<file path="src/rtl/fir_tap_loader.sv">
// Initiator for the FIR core tap-write port: takes NUM_TAPS coefficients from a valid/ready
// stream and strobes each into the core in index order. Optional macro TAPLOAD_CHECKSUM_EN adds a checksum port.
module fir_tap_loader #(
   parameter int NUM_TAPS    = 16,
   parameter int IDX_W       = 4,
   parameter int DATA_W      = 32,
   parameter int HOLD_CYCLES = 2
) (
   input  logic              CLK,
   input  logic              areset_n,
   input  logic              start,
   input  logic              abort,
   input  logic              s_tap_valid,
   input  logic [DATA_W-1:0] s_tap_data,
   output logic              s_tap_ready,
   output logic              tap_Transfer,
   output logic [IDX_W-1:0]  tap_Index,
   output logic [DATA_W-1:0] tap_Data,
   output logic              en_FIR,
   output logic              busy,
   output logic              done
`ifdef TAPLOAD_CHECKSUM_EN
  ,output logic [DATA_W-1:0] checksum
`endif
);

   // state  | meaning
   // IDLE   | no load; en_FIR shows whether the last load completed
   // WAIT   | ready for the coefficient of tap idx
   // HOLD   | tap_Transfer high, hold counter running down
   // GAP    | one idle cycle between strobes; terminal index check
   // DONE   | full table written, done pulse, en_FIR raised
   typedef enum logic [2:0] {
      S_IDLE,
      S_WAIT,
      S_HOLD,
      S_GAP,
      S_DONE
   } state_t;

   localparam int HCNT_W = (HOLD_CYCLES > 1) ? $clog2(HOLD_CYCLES) : 1;
   localparam logic [HCNT_W-1:0] HOLD_LOAD = HCNT_W'(HOLD_CYCLES - 1);
   localparam logic [IDX_W-1:0]  LAST_IDX  = IDX_W'(NUM_TAPS - 1);

   state_t              state_q, state_d;
   logic [IDX_W-1:0]    idx_q, idx_d;
   logic [HCNT_W-1:0]   hcnt_q, hcnt_d;
   logic                tap_transfer_q, tap_transfer_d;
   logic [IDX_W-1:0]    tap_index_q, tap_index_d;
   logic [DATA_W-1:0]   tap_data_q, tap_data_d;
   logic                en_fir_q, en_fir_d;
   logic                done_q, done_d;
   logic                accept;
`ifdef TAPLOAD_CHECKSUM_EN
   logic [DATA_W-1:0]   csum_q, csum_d;
`endif

   assign s_tap_ready  = (state_q == S_WAIT) & ~abort;
   assign accept       = s_tap_ready & s_tap_valid;
   assign busy         = (state_q != S_IDLE);
   assign tap_Transfer = tap_transfer_q;
   assign tap_Index    = tap_index_q;
   assign tap_Data     = tap_data_q;
   assign en_FIR       = en_fir_q;
   assign done         = done_q;
`ifdef TAPLOAD_CHECKSUM_EN
   assign checksum     = csum_q;
`endif

   always_comb begin
      state_d        = state_q;
      idx_d          = idx_q;
      hcnt_d         = hcnt_q;
      tap_transfer_d = tap_transfer_q;
      tap_index_d    = tap_index_q;
      tap_data_d     = tap_data_q;
      en_fir_d       = en_fir_q;
      done_d         = 1'b0;
`ifdef TAPLOAD_CHECKSUM_EN
      csum_d         = csum_q;
`endif
      case (state_q)
         S_IDLE: begin
            if (start) begin
               state_d  = S_WAIT;
               en_fir_d = 1'b0;
               idx_d    = '0;
`ifdef TAPLOAD_CHECKSUM_EN
               csum_d   = '0;
`endif
            end
         end
         S_WAIT: begin
            if (accept) begin
               state_d        = S_HOLD;
               tap_transfer_d = 1'b1;
               tap_index_d    = idx_q;
               tap_data_d     = s_tap_data;
               hcnt_d         = HOLD_LOAD;
`ifdef TAPLOAD_CHECKSUM_EN
               csum_d         = csum_q ^ s_tap_data;
`endif
            end
         end
         S_HOLD: begin
            // Clearing on the way out keeps the strobe exactly HOLD_CYCLES long.
            if (hcnt_q == '0) begin
               state_d        = S_GAP;
               tap_transfer_d = 1'b0;
               tap_index_d    = '0;
               tap_data_d     = '0;
            end else begin
               hcnt_d = hcnt_q - HCNT_W'(1);
            end
         end
         S_GAP: begin
            if (idx_q == LAST_IDX) begin
               state_d  = S_DONE;
               done_d   = 1'b1;
               en_fir_d = 1'b1;
            end else begin
               idx_d   = idx_q + IDX_W'(1);
               state_d = S_WAIT;
            end
         end
         S_DONE: begin
            state_d = S_IDLE;
         end
         default: begin
            state_d = S_IDLE;
         end
      endcase

      // A cancelled load leaves the table invalid, so en_FIR is not raised.
      if (abort && (state_q != S_IDLE)) begin
         state_d        = S_IDLE;
         tap_transfer_d = 1'b0;
         tap_index_d    = '0;
         tap_data_d     = '0;
         done_d         = 1'b0;
         en_fir_d       = en_fir_q;
      end
   end

   always_ff @(posedge CLK or negedge areset_n) begin
      if (!areset_n) begin
         state_q        <= S_IDLE;
         idx_q          <= '0;
         hcnt_q         <= '0;
         tap_transfer_q <= 1'b0;
         tap_index_q    <= '0;
         tap_data_q     <= '0;
         en_fir_q       <= 1'b0;
         done_q         <= 1'b0;
`ifdef TAPLOAD_CHECKSUM_EN
         csum_q         <= '0;
`endif
      end else begin
         state_q        <= state_d;
         idx_q          <= idx_d;
         hcnt_q         <= hcnt_d;
         tap_transfer_q <= tap_transfer_d;
         tap_index_q    <= tap_index_d;
         tap_data_q     <= tap_data_d;
         en_fir_q       <= en_fir_d;
         done_q         <= done_d;
`ifdef TAPLOAD_CHECKSUM_EN
         csum_q         <= csum_d;
`endif
      end
   end

endmodule

</file>
<file path="config.mk">
export PLATFORM = sky130hd
export DESIGN_NAME = fir_tap_loader
export DESIGN_NICKNAME = d
export VERILOG_FILES = /design/src/rtl/fir_tap_loader.sv
export SDC_FILE = /design/constraint.sdc
export NUM_CORES = 1
export LEC_CHECK = 0
export BUFFER_PORTS_ARGS = -buffer_cell sky130_fd_sc_hd__buf_2
export CAP_MARGIN = 20
export CORE_MARGIN = 3
export CORE_UTILIZATION = 31
export CTS_BUF_LIST = sky130_fd_sc_hd__clkbuf_4 sky130_fd_sc_hd__clkbuf_8 sky130_fd_sc_hd__clkbuf_16
export DETAILED_ROUTE_END_ITERATION = 10
export SLEW_MARGIN = 20
export SYNTH_ARGS = -nofsm -noshare
export SYNTH_HDL_FRONTEND = slang
export SYNTH_SLANG_ARGS = --single-unit
</file>
<file path="constraint.sdc">
create_clock -name CLK -period 2.8 [get_ports CLK]
set_input_delay 0.28 -clock CLK [delete_from_list [all_inputs] [get_ports CLK]]
set_output_delay 0.28 -clock CLK [all_outputs]
set_load 0.01 [all_outputs]
</file>
==> flow_summary.json <==
{
  "placed_cell_area_sq_mm": 0.00229,
  "dieHeight_microns": 83.9,
  "routed_via_density": 4.91,
  "cp_max_fo": 22,
  "rsz0062_at_grt": "no",
  "final_common_cell": "buf_2",
  "drv_slew": 0,
  "fin_crit_ns": 1.79,
  "drt_iter0_markers": 60,
  "antenna_found_initial": 0,
  "die-area_sq_mm": 0.00704,
  "syn_inst": 131,
  "cts_buffer_depth": 2,
  "violations": "hold timing",
  "synth.top_cell.area_share": 0.625,
  "ys_ff_latch": 47,
  "power_mw": 2.18,
  "leakagePower_nw": 1.29,
  "fin_skew_ns": 0.00938,
  "hold_path.class": "input port to asynchronous set/reset pin",
  "fill_cells": 547,
  "synthTopCellsByArea": "dfrtp_1 (63%), a22o_1 (17%), buf_6 (4.2%)",
  "rows": 27,
  "cts.clk_slew.worst_paths_ns": 0.09,
  "yosysUniqueCellTypes": 32,
  "period_share": 0.640,
  "area_growth_pct": 27.7,
  "grt.overflow.total": 0,
  "arrival_ns": 2.03,
  "grt_pass1_wl_microns": 7160,
  "synth_edf_count": 0,
  "cts_made_buffers": 5,
  "maxCapViolCount": 0,
  "cts_resized": 0,
  "core-area_sq_mm": 0.00568,
  "syn_area_sq_mm": 0.00188,
  "syn_nets": 169,
  "cts.sinks": 47,
  "ys_async_sr_fraction": 1.00,
  "die_x_microns": 83.9,
  "synth_ff_type": "dfrtp_1",
  "antennaDiodeCount": 0,
  "setup_viol": 0,
  "post_cts_buffers": 0,
  "startpoint_type": "flip-flop",
  "holdWs_ns": -0.0271,
  "max_slew_margin": 0.612,
  "io_buffers": 77,
  "final_cell_mix": "buf_2 (76), dfrtp_1 (47), a22o_1 (36)",
  "grt_max_degree": 48,
  "fin_area_sq_mm": 0.00240,
  "max_freq_mhz": 558,
  "clock_latency_ns": 0.30,
  "initial_core_util": 0.332,
  "powerDensity_mw_per_mm2": 907,
  "drc": 0,
  "tns_ns": 0,
  "crit_required_ns": 3.04,
  "grtUsageTotal": 0.127,
  "ioPinCount": 78,
  "syn_avg_cell_area_sq_um": 14.4,
  "critPathKind": "flip-flop to flip-flop",
  "dr.pass1.iters": 4,
  "critPathCaptureType": "flip-flop",
  "antenna_left": 0,
  "nets": 246,
  "routabilityCongestion": 0.786,
  "synth_top_area_cell": "dfrtp_1",
  "wl_per_cell_microns": 15.3,
  "vdd_drop_max_v": 0.000326,
  "htree_num_levels": 2,
  "yosysWarnings": 0,
  "hold_viol": 47,
  "status": "complete, but fails checks",
  "wirelength_microns": 4310,
  "ctsRootBufferMaster": "clkbuf_8",
  "via_count": 1381,
  "yosysSeqAreaShare": 0.625,
  "cts_tree": "done",
  "ctsHoldBuffers": 0,
  "drive_gt1_frac": 0.440,
  "post-dp-hpwl_microns": 3080,
  "grt_pass1_vias": 1387,
  "worst_pin_slew_ns": 0.582
}
[path summary, 6_finish.rpt]
path / end / depth (start not counted) / from / slack, ns
hold / removal: idx_q[2]$_DFFE_PN0P_ / 1 / areset_n / -0.03
setup / recovery: tap_Data[14]$_DFFE_PN0P_ / 4 / state_q[1]$_DFFE_PN0P_ / 1.01
min in group CLK: tap_Data[0]$_DFFE_PN0P_ / 2 / s_tap_data[0] / 0.19
max in group asynchronous: tap_Data[25]$_DFFE_PN0P_ / 1 / areset_n / 2.43
setup reg to reg: tap_Data[14]$_DFFE_PN0P_ / 4 / state_q[1]$_DFFE_PN0P_ / 1.01
hold reg to reg: en_FIR$_DFFE_PN0P_ / 1 / en_FIR$_DFFE_PN0P_ / 0.48
[metrics by stage]
stage | utilization | hold slack (ns) | cells | worst slack [ns]
finish | 0.424 | -0.0271 | 281 | 1.01
detailed placement | 0.403 | 0.467 | 273 | 1.01
global route | 0.424 | 0.00487 | 281 | 0.894
floorplan | - | -0.0156 | 131 | 1.34
global placement | 0.403 | 0.457 | 273 | 1.06
CTS | 0.423 | 0.187 | 281 | 0.987
[cell usage after synthesis (all sizes together) (2+ instances only)]
master,count
nand2b,2
a21o,2
inv,2
o211ai,3
o21ai,3
or2,2
o221ai,2
a22o,36
nand2,2
buf,10
nor3,3
dfrtp,47
[final cells by class]
| cell class | count | area, sq um | share of cell area |
|---|---|---|---|
| Inverter | 2 | 7.51 | 0.00312 |
| Multi-Input combinational cell | 72 | 604 | 0.251 |
| Tap cell | 72 | 90.1 | 0.0375 |
| Sequential cell | 47 | 1180 | 0.489 |
| Clock buffer | 5 | 68.8 | 0.0286 |
| Clock inverter | 3 | 46.3 | 0.0193 |
| Timing Repair Buffer | 80 | 410 | 0.171 |
[critical path, cell delays in order, from the launching register on]
cell and delay (ns):
dfrtp_1 0.51, o21ba_2 0.28, o221ai_4 0.41, buf_4 0.35, a22o_1 0.17
[where the power goes]
part	total (mW)	switching [mW]	internal [mW]
combinational	0.684	0.363	0.322
sequential	0.990	0.131	0.859
clock	0.505	0.236	0.269
[logic make-up (layout without fill, tap and decap cells)]
family / count (synthesis) / count (layout) / share of synthesized area
AO/OA/AOI/OAI: 52 / 52 / 0.242
flip-flops: 47 / 47 / 0.625
AND/OR/NAND/NOR: 18 / 18 / 0.0665
buffers and inverters: 12 / 90 / 0.0539
adder cells (fa/ha/maj): 1 / 1 / 0.00665
multiplexers: 1 / 1 / 0.00598
[per-layer routing]
layer	vias up	track usage	part of all wire	wire length (microns)
met5	-	0	0	0
met4	0	0.0614	0.017	74
met3	6	0.0306	0.054	234
met2	35	0.186	0.47	2020
met1	685	0.175	0.46	1980
li1	655	-	-	-
[registers in the layout, summed over array words and instances (netlist names)]
| signal | count |
|---|---|
| tap_Transfer | 1 |
| idx_q | 4 |
| done | 1 |
| hcnt_q | 1 |
| tap_Index | 4 |
| en_FIR | 1 |
| tap_Data | 32 |
| state_q | 3 |
(Power assumes the default switching activity.)
